**config.mk**
```make
export PLATFORM = sky130hd
export DESIGN_NAME = seq_mul16
export DESIGN_NICKNAME = d
export VERILOG_FILES = /design/src/rtl/cpu_pkg.sv /design/src/rtl/sixteenBit_FA.sv /design/src/rtl/seq_mul16.sv
export SDC_FILE = /design/constraint.sdc
export NUM_CORES = 1
export LEC_CHECK = 0
export BUFFER_PORTS_ARGS = -buffer_cell sky130_fd_sc_hd__buf_2
export CAP_MARGIN = 10
export CORE_MARGIN = 4
export CORE_UTILIZATION = 60
export CTS_CLUSTER_DIAMETER = 120
export DETAILED_ROUTE_END_ITERATION = 16
export HOLD_SLACK_MARGIN = 0.12
export PLACE_DENSITY = 0.95
export SETUP_SLACK_MARGIN = 0.1
export SLEW_MARGIN = 20
export SYNTH_ARGS = -nofsm -noshare
export SYNTH_HDL_FRONTEND = slang
export SYNTH_SLANG_ARGS = --single-unit
```
**constraint.sdc**
```tcl
create_clock -name clk -period 13.3 [get_ports clk]
set_input_delay 2.66 -clock clk [delete_from_list [all_inputs] [get_ports clk]]
set_output_delay 2.66 -clock clk [all_outputs]
set_load 0.03 [all_outputs]
```
**src/rtl/cpu_pkg.sv**
```systemverilog
// Shared CPU definitions: multiplier FSM states and datapath widths.
// Imported by the MUL unit and its iteration adder.
package cpu_pkg;

  typedef enum logic [1:0] {
    MUL_IDLE,
    MUL_RUN,
    MUL_DONE
  } mul_state_e;

  localparam int WORD_W   = 16;
  localparam int MUL_ITER = 16;

  localparam logic [4:0] MUL_LAST = 5'(MUL_ITER - 1);

endpackage

```
**src/rtl/sixteenBit_FA.sv**
```systemverilog
// 16-bit ripple-carry adder built from bitwise full-adder cells.
// Used as the single per-iteration adder of the MUL unit.
module sixteenBit_FA
  import cpu_pkg::*;
(
  input  logic [WORD_W-1:0] a,
  input  logic [WORD_W-1:0] b,
  input  logic              cin,
  output logic [WORD_W-1:0] s,
  output logic              c
);

  logic [WORD_W:0] cy;

  always_comb begin
    cy    = '0;
    s     = '0;
    cy[0] = cin;
    for (int i = 0; i < WORD_W; i++) begin
      s[i]    = a[i] ^ b[i] ^ cy[i];
      cy[i+1] = (a[i] & b[i]) | (cy[i] & (a[i] ^ b[i]));
    end
  end

  assign c = cy[WORD_W];

endmodule

```
**src/rtl/seq_mul16.sv**
```systemverilog
// Unsigned 16x16->32 shift-and-add multiplier, one add per clock.
// Result and overflow flag land 17 cycles after an accepted start.
module seq_mul16
  import cpu_pkg::*;
#(
  parameter int WIDTH = 16
) (
  input  logic               clk,
  input  logic               resetn,
  input  logic               start,
  input  logic [WIDTH-1:0]   a,
  input  logic [WIDTH-1:0]   b,
  output logic               busy,
  output logic               done,
  output logic [2*WIDTH-1:0] product,
  output logic               ovf
);

  if (WIDTH != WORD_W) begin : g_width_chk
    $error("seq_mul16: only WIDTH=16 is supported");
  end

  mul_state_e       state_q, state_d;
  logic [WIDTH-1:0] m_q, m_d;
  logic [WIDTH-1:0] hi_q, hi_d;
  logic [WIDTH-1:0] lo_q, lo_d;
  logic [4:0]       cnt_q, cnt_d;
  logic [2*WIDTH-1:0] prod_q, prod_d;
  logic             ovf_q, ovf_d;

  logic [WIDTH-1:0] add_b;
  logic [WIDTH-1:0] add_s;
  logic             add_c;
  logic [WIDTH-1:0] nxt_hi;
  logic [WIDTH-1:0] nxt_lo;

  assign add_b = lo_q[0] ? m_q : '0;

  sixteenBit_FA u_add (
    .a   (hi_q),
    .b   (add_b),
    .cin (1'b0),
    .s   (add_s),
    .c   (add_c)
  );

  // {c,s,lo} shifted right by one; carry enters hi[15]
  assign nxt_hi = {add_c, add_s[WIDTH-1:1]};
  assign nxt_lo = {add_s[0], lo_q[WIDTH-1:1]};

  always_comb begin
    state_d = state_q;
    m_d     = m_q;
    hi_d    = hi_q;
    lo_d    = lo_q;
    cnt_d   = cnt_q;
    prod_d  = prod_q;
    ovf_d   = ovf_q;
    unique case (state_q)
      MUL_IDLE, MUL_DONE: begin
        state_d = MUL_IDLE;
        if (start) begin
          m_d     = a;
          hi_d    = '0;
          lo_d    = b;
          cnt_d   = '0;
          state_d = MUL_RUN;
        end
      end
      MUL_RUN: begin
        hi_d  = nxt_hi;
        lo_d  = nxt_lo;
        cnt_d = cnt_q + 5'd1;
        if (cnt_q == MUL_LAST) begin
          prod_d  = {nxt_hi, nxt_lo};
          ovf_d   = |nxt_hi;
          state_d = MUL_DONE;
        end
      end
      default: state_d = MUL_IDLE;
    endcase
  end

  always_ff @(posedge clk or negedge resetn) begin
    if (!resetn) begin
      state_q <= MUL_IDLE;
      m_q     <= '0;
      hi_q    <= '0;
      lo_q    <= '0;
      cnt_q   <= '0;
      prod_q  <= '0;
      ovf_q   <= 1'b0;
    end else begin
      state_q <= state_d;
      m_q     <= m_d;
      hi_q    <= hi_d;
      lo_q    <= lo_d;
      cnt_q   <= cnt_d;
      prod_q  <= prod_d;
      ovf_q   <= ovf_d;
    end
  end

  assign busy    = (state_q == MUL_RUN);
  assign done    = (state_q == MUL_DONE);
  assign product = prod_q;
  assign ovf     = ovf_q;

endmodule

```
* Word-level counts from Yosys, hierarchy flattened *
Index checks and enable logic that the tools add are counted.

word-level totals
  bits in registers = 88
  bits in latches = 0
  bits in writable memories = 0
  memory bits (read-only) = 0
  input bits = 35
  output and inout port bits = 35
  memories kept = 0

cells by class
  $add $sub $neg = 1
  multipliers = 0
  div/mod/pow operators = 0
  order comparisons = 0
  equality and inequality tests = 5
  shift-type cells = 0
  multiplexer cells = 10
  bitwise logic cells = 77
  reduce and logical (&&, ||, !) cells = 7

operators by type and width
  kind                   number
  $pmux W16 S2           2
  $mux W16               3
  $and A1 B1 Y1          31
  $xor A1 B1 Y1          31
  $reduce_or A16 Y1      1
  $or A1 B1 Y1           15
  $pmux W5 S2            1
  $reduce_and A2 Y1      3
  $add A5 B1 Y5 const B  1
  $eq A5 B4 Y1 const B   1
  $mux W5                1
  $pmux W2 S2            1
  $eq A2 B1 Y1 const B   1
  $eq A2 B2 Y1 const B   1
  $logic_not A2 Y1       1
  $mux W2                1
  $ne A2 B1 Y1 const B   1
  $ne A2 B2 Y1 const B   1
  $reduce_bool A2 Y1     1
  $reduce_or A2 Y1       1
  $mux W1                1

* Logic depth before layout (Yosys ltp) *
Gate-level depths: netlist of run 1.

  word-level depth = 33
  depth in mapped cells = 26

* Modules after synthesis *
Synthesis of run 1 repeated with hierarchy kept, for this count alone.

unflattened totals
  cell total of the unflattened synthesis = 323
  area total of the unflattened synthesis = 4,056.4 µm²

by module, submodules not included
  module         instances  cells an instance  area an instance (µm²)  sequential area each (µm²)
  seq_mul16      1          297                3,698.5                 2,202.1
  sixteenBit_FA  1          26                 357.8                   0.0

* Worst setup path after synthesis of run 1 *
OpenSTA, ideal clock, no wires.

  path type = reg2reg
  start = reg lo_q[0]
  end = reg ovf_q, in the netlist ovf
  library setup time = 0.088 ns
  arrival = 6.174 ns
  data required time = 13.212 ns
  slack = 7.037 ns
  stages on the path, launching flop included = 27
  buffers on the path = 0
  path through = dfrtp_1 and2_1 ha_1 inv_1 fa_1 inv_1 fa_1 fa_1 fa_1 fa_1 fa_1 fa_1 fa_1 fa_1 inv_1 fa_1 fa_1 inv_1 fa_1 inv_1 fa_1 inv_1 fa_1 inv_1 fa_1 and4b_1 a41oi_1

between the ends
  cells in the longest elaborated chain, start to end = 33

RTL lines
  element                                                line                                      source
  start: declaration                                     seq_mul16.sv:26                           logic [WIDTH-1:0] lo_q, lo_d;
  start signal: assignment                               seq_mul16.sv:97                           lo_q <= lo_d;
  $mux W16 (*)                                           seq_mul16.sv:37                           assign add_b = lo_q[0] ? m_q : '0;
  $and A1 B1 Y1 / $xor A1 B1 Y1 (equally long branches)  sixteenBit_FA.sv:21, sixteenBit_FA.sv:20
  $and A1 B1 Y1                                          sixteenBit_FA.sv:21                       cy[i+1] = (a[i] & b[i]) | (cy[i] & (a[i] ^ b[i]));
  $or A1 B1 Y1                                           sixteenBit_FA.sv:21
  $and A1 B1 Y1                                          sixteenBit_FA.sv:21
  $or A1 B1 Y1                                           sixteenBit_FA.sv:21
  $and A1 B1 Y1                                          sixteenBit_FA.sv:21
  $or A1 B1 Y1                                           sixteenBit_FA.sv:21
  [17 not listed]                                        --
  $or A1 B1 Y1                                           sixteenBit_FA.sv:21
  $and A1 B1 Y1                                          sixteenBit_FA.sv:21
  $or A1 B1 Y1                                           sixteenBit_FA.sv:21
  $and A1 B1 Y1                                          sixteenBit_FA.sv:21
  $or A1 B1 Y1                                           sixteenBit_FA.sv:21
  $and A1 B1 Y1                                          sixteenBit_FA.sv:21
  $or A1 B1 Y1                                           sixteenBit_FA.sv:21
  $reduce_or A16 Y1 (*)                                  seq_mul16.sv:76                           ovf_d = |nxt_hi;
  end signal: assignment                                 seq_mul16.sv:100                          ovf_q <= ovf_d;
  end: declaration                                       seq_mul16.sv:29                           logic ovf_q, ovf_d;

Every way passes the cells marked *; elsewhere a longest branch is shown, timed or not.
A chain may end at the register's enable or synchronous reset.

* Final worst setup path of run 1 *
Ends and elaborated chain as after synthesis.

==> results of run 1 <==
==> registers in the layout, indices dropped and copies added (netlist names) <==
register and count:
cnt_q 5, state_q 2, ovf 1, lo_q 16, product 32, m_q 16
hi_q 16
==> cell type report <==
type                            count  area, µm²  area share (%)
Sequential cell                    88       2200            49.0
Multi-Input combinational cell    209       1550            34.5
Timing Repair Buffer               73        382            8.50
Clock buffer                        9        124            2.76
Tap cell                           77       96.3            2.14
Clock inverter                      7       77.6            1.73
Inverter                           15       58.8            1.31
==> routing by layer <==
metal | GRT usage (%) | wire length [µm] | up-vias
met5 | 0 | 0 | -
met4 | 9.20 | 170 | 0
met2 | 37.9 | 4330 | 89
met1 | 29.2 | 3300 | 1371
li1 | - | - | 1250
met3 | 5.07 | 509 | 15
==> worst min path at each step <==
stage / start / endpoint / slack [ns] / depth (start not counted)
after floorplan: cnt_q[3] / cnt_q[3] / 0.44 / 1
after global routing: m_q[6] / m_q[6] / 0.50 / 2
after CTS: m_q[6] / m_q[6] / 0.48 / 2
after detailed placement: m_q[6] / m_q[6] / 0.46 / 2
after global placement: cnt_q[3] / cnt_q[3] / 0.45 / 1
final: m_q[6] / m_q[6] / 0.48 / 2
==> stage by stage <==
step / total power, W / worst slack [ns] / std cells / util [%] / hold slack, ns
3_5_place_dp: 0.00109 / 6.41 / 462 / 67.5 / 0.458
5_1_grt: 0.00136 / 5.98 / 478 / 70.7 / 0.504
4_1_cts: 0.00128 / 6.37 / 478 / 70.7 / 0.479
2_1_floorplan: 0.000915 / 7.04 / 332 / - / 0.437
3_3_place_gp: 0.00104 / 6.70 / 462 / 67.5 / 0.454
6_report: 0.00127 / 6.35 / 478 / 70.7 / 0.480
==> kinds of logic after synthesis <==
| logic type | share of synthesized area [%] |
|---|---|
| AO/OA/AOI/OAI | 8.48 |
| adder cells (fa/ha/maj) | 8.60 |
| buffers and inverters | 4.46 |
| flip-flops | 56.1 |
| multiplexers | 8.25 |
| AND/OR/NAND/NOR | 14.1 |
==> cells in the mapped netlist, types with 5 or more instances <==
library cell	instances
a22oi_1	16
nand2_1	78
o2bb2ai_1	7
nand3_1	17
buf_2	12
o21ai_1	5
inv_1	14
a22o_1	10
mux2_2	27
fa_1	15
dfrtp_1	88
and2_1	11
==> critical path, cell delays in order, from the launching register on <==
cell,delay [ns]
dfrtp_1,0.55
and2_1,0.23
ha_1,0.18
inv_1,0.07
fa_1,0.18
inv_1,0.05
fa_1,0.38
fa_1,0.41
fa_1,0.39
fa_1,0.38
fa_1,0.40
fa_1,0.41
fa_1,0.42
fa_1,0.38
inv_1,0.08
fa_1,0.19
fa_1,0.17
inv_1,0.05
fa_1,0.37
inv_1,0.08
fa_1,0.16
inv_1,0.05
fa_1,0.35
inv_1,0.08
fa_1,0.45
and4b_1,0.21
a41oi_1,0.19
==> where the power goes <==
group / switching [W] / total [W] / internal, W / leakage, nW
Combinational: 0.000366 / 0.000603 / 0.000238 / 1.06
Sequential: 0.0000858 / 0.000483 / 0.000397 / 1.07
Clock: 0.0000989 / 0.000188 / 0.0000887 / 0.101
Total: 0.000550 / 0.00127 / 0.000723 / 2.23
==> results_dict.tcl, run 1 <==
set metrics [dict create \
    drc 0 \
    netlist_area_um2 3930 \
    cts-htree-levels 3 \
    via_per_inst 5.70 \
    drt_pass1_iterations 4 \
    synth.distinct_cells 32 \
    antenna_left 0 \
    rows 29 \
    cts_setup_buffers 0 \
    worst_pin_slew_ns 0.907 \
    rrSetupSlack_ns 6.35 \
    critPathKind "flip-flop to flip-flop" \
    r2r-start "lo_q[0]" \
    finalSetupViolCount 0 \
    insertion_delay_ns 0.37 \
    ys.flop_type "dfrtp_1" \
    fin_area_um2 4490 \
    drtIter0Drc 201 \
    layout_commonest_cell "dfrtp_1" \
    dpl-instance-area_um2 4290 \
    path_clk_slew_ns 0.08 \
    synth_seq_cells 88 \
    reg2reg_to "ovf" \
    gp_congestion 0.782 \
    routedWlPerCell_um 17.4 \
    avgSynthCellArea_um2 11.8 \
    cts_root_buf "clkbuf_8" \
    die_h_um 88.9 \
    n_fill_cell 438 \
    syn_to_final_growth_pct 14.4 \
    ioPinCount 70 \
    post-route-min-period_ns 6.95 \
    crit_required_ns 13.58 \
    dieArea_um2 7900 \
    crit_path_end "ovf" \
    die_x_um 88.9 \
    drive_gt1_share_pct 30.4 \
    min_path_type "flip-flop to flip-flop" \
    crit_path_start_kind "flip-flop" \
    diodes 0 \
    post_cts_resized 0 \
    crit_fanout 17 \
    port_buffers 69 \
    peakVddDrop_v 0.000184 \
    grt_max_degree 89 \
    synth-edff-count 0 \
    core_area_um2 6350 \
    p_leak_nw 2.23 \
    cts_tree "built" \
    overflow 0 \
    hpwl_um 5610 \
    cts_num_sinks 88 \
    grt_pass1_vias 2876 \
    period_share_pct 52.3 \
    ys_seq_area_share_pct 56.1 \
    finalClockSkew_ns 0.0111 \
    cts_hold_buf 0 \
    fin_setup_tns_ns 0 \
    grt_pass1_wl_um 13600 \
    antenna_found_initial 0 \
    synth_top_area_cell "dfrtp_1" \
    yosysTopAreaCellShare_pct 56.1 \
    synth_fp_nets 385 \
    grt_setup_unrepaired "false" \
    nNetsFinal 449 \
    ff2ff_path_depth 26 \
    ys_top_cells_by_area "dfrtp_1, mux2_2, fa_1" \
    layout_common_cells "dfrtp_1, nand2_1, buf_2" \
    hold_viol 0 \
    maxCapViolations 0 \
    async_flop_share_pct 100 \
    crit_arrival_ns 7.23 \
    critPathLaunch "lo_q[0]" \
    track_usage_pct 22.8 \
    status "finished, final reports clean" \
    cts_max_path_buffers 2 \
    totalWireLength_um 8310 \
    cp-end-kind "flip-flop" \
    vias 2725 \
    synth_cells 332 \
    start_util_pct 61.8 \
    slew_headroom_pct 39.4 \
    power_density_nw_per_um2 284 \
    slew_viol_final 0 \
    max_freq_mhz 144 \
    ys_warn_count 0 \
    cts_buffers 9 \
]
Note: power is estimated with default switching activity, not from simulation.
==> run 2, diff against run 1 <==
- CORE_UTILIZATION: 60 -> 55
- PLACE_DENSITY: 0.95 -> 0.9
- clock period: 13.3 -> 6.5 ns (I/O delays scaled with it)
==> results_dict.tcl, run 2 (same netlist as run 1, synthesis figures left out) <==
set metrics [dict create \
    final_cell_count_no_fill 499 \
    die_h_um 92.5 \
    grt_max_degree 89 \
    worst_path_largest_cell_delay_ns 0.42 \
    period_share_pct 96.6 \
    critPathKind "flip-flop to flip-flop" \
    n_fill_cell 518 \
    crit_arrival_ns 6.54 \
    max_freq_mhz 159 \
    hold_viol 0 \
    worstHoldPathCells 2 \
    antenna_found_initial 0 \
    rrSetupSlack_ns 0.22 \
    path_clk_slew_ns 0.08 \
    cts_num_sinks 88 \
    layout_setup_ws_ns 0.224 \
    pre_cts_slack_ns -0.0977 \
    cts_root_buf "clkbuf_8" \
    rows 30 \
    cts_tree "built" \
    slew_viol_final 0 \
    worst_pin_slew_ns 0.841 \
    antenna_left 0 \
    vias 2668 \
    syn_to_final_growth_pct 16.8 \
    cts_max_path_buffers 2 \
    peakVddDrop_v 0.000397 \
    hpwl_um 5390 \
    crit_fanout 2 \
    worst-path-buf-inv 7 \
    status "finished, final reports clean" \
    power_density_nw_per_um2 578 \
    cts-htree-levels 3 \
    diodes 0 \
    reg2reg_to "ovf" \
    r2r-start "m_q[0]" \
    maxCapViolations 0 \
    slew_headroom_pct 43.8 \
    post-route-min-period_ns 6.28 \
    grt_pass1_vias 2880 \
    critPathLaunch "m_q[0]" \
    crit_path_end "ovf" \
    totalWireLength_um 7960 \
    finalSetupViolCount 0 \
    insertion_delay_ns 0.36 \
    ioPinCount 70 \
    finalClockSkew_ns 0.0121 \
    crit_path_start_kind "flip-flop" \
    layout_common_cells "dfrtp_1, nand2_1, buf_2" \
    track_usage_pct 20.7 \
    path_depth 26 \
    dieArea_um2 8550 \
    port_buffers 69 \
    drtIter0Drc 163 \
    min-delay-start "m_q[6]" \
    min_path_type "flip-flop to flip-flop" \
    cpMaxStageDelayCell "fa_1" \
    drive_gt1_share_pct 34.5 \
    cts_buffers 9 \
    start_util_pct 57.2 \
    gp_congestion 0.841 \
    largest_reg_flops 32 \
    via_per_inst 5.35 \
    core_area_um2 6870 \
    overflow 0 \
    dp.cells 482 \
    die_x_um 92.5 \
    grt_setup_unrepaired "true" \
    drt_pass1_iterations 4 \
    routedWlPerCell_um 16.0 \
    layout_commonest_cell "dfrtp_1" \
    cp-end-kind "flip-flop" \
    drc 0 \
    p_leak_nw 2.23 \
    nNetsFinal 451 \
    fin_hold_ws_ns 0.475 \
    crit_required_ns 6.77 \
    grt_pass1_wl_um 13800 \
    post-route-util_pct 66.8 \
    ff2ff_path_depth 26 \
    cp_top_family "adder cells" \
    critical_path.most_common_cell "fa_2" \
]
-- run 2: cell count changes in the layout (fill, tap and decap cells not counted) --
cell	previous run	this run
inv_2	0	2
a41oi_1	1	0
fa_1	15	3
inv_6	3	0
fa_2	0	12
clkinvlp_4	1	3
a41oi_2	0	1
buf_4	4	6
bufinv_16	1	2
inv_1	14	12
-- run 2: routing by layer --
layer | routed length, µm | part of all wire, % | global-route usage, %
met1 | 3430 | 43 | 26.6
met3 | 363 | 4.6 | 3.90
met5 | 0 | 0 | 0
met4 | 216 | 2.7 | 9.90
met2 | 3950 | 50 | 33.8
-- run 2: worst min path at each step --
| stage | to | slack, ns |
|---|---|---|
| CTS | m_q[6] | 0.48 |
| global placement | cnt_q[3] | 0.45 |
| floorplan | cnt_q[3] | 0.44 |
| global route | cnt_q[3] | 0.50 |
| finish | m_q[6] | 0.47 |
| detailed placement | m_q[6] | 0.46 |
-- run 2: worst min-delay path, stage by stage (launching register included) --
cell     delay, ns
dfrtp_1       0.34
nand2_1       0.05
nand2_1       0.05
-- run 2: area by class of cell --
class / instances / area (µm²) / share of cell area, %
clock inverter: 7 / 96.3 / 2.10
tap: 96 / 120 / 2.62
sequential: 88 / 2200 / 48.0
clock buffer: 9 / 124 / 2.70
inverter: 15 / 58.8 / 1.28
timing repair buffer: 75 / 397 / 8.65
multi-input combinational: 209 / 1590 / 34.6
-- run 2: power breakdown --
| part | internal [W] | leakage [nW] | switching, W |
|---|---|---|---|
| Sequential | 0.000813 | 1.07 | 0.000158 |
| Clock | 0.000216 | 0.101 | 0.000197 |
| Combinational | 0.000519 | 1.05 | 0.000750 |
-- run 2: metrics by stage --
step	power, W	setup TNS [ns]	area [µm²]
6_report	0.00265	0	4590
5_1_grt	0.00285	0	4590
4_1_cts	0.00265	0	4570
3_5_place_dp	0.00221	-0.0977	4320
3_3_place_gp	0.00215	0	4320
2_1_floorplan	0.00187	0	3930
-- run 2: timing repair --
item	4_1_cts	5_1_grt
endpoints found under the hold margin	0	0
hold buffers	0	0
gates resized for setup	8	7
setup buffers	1	0
endpoints found under the setup margin	3	3
pin swaps	1	2
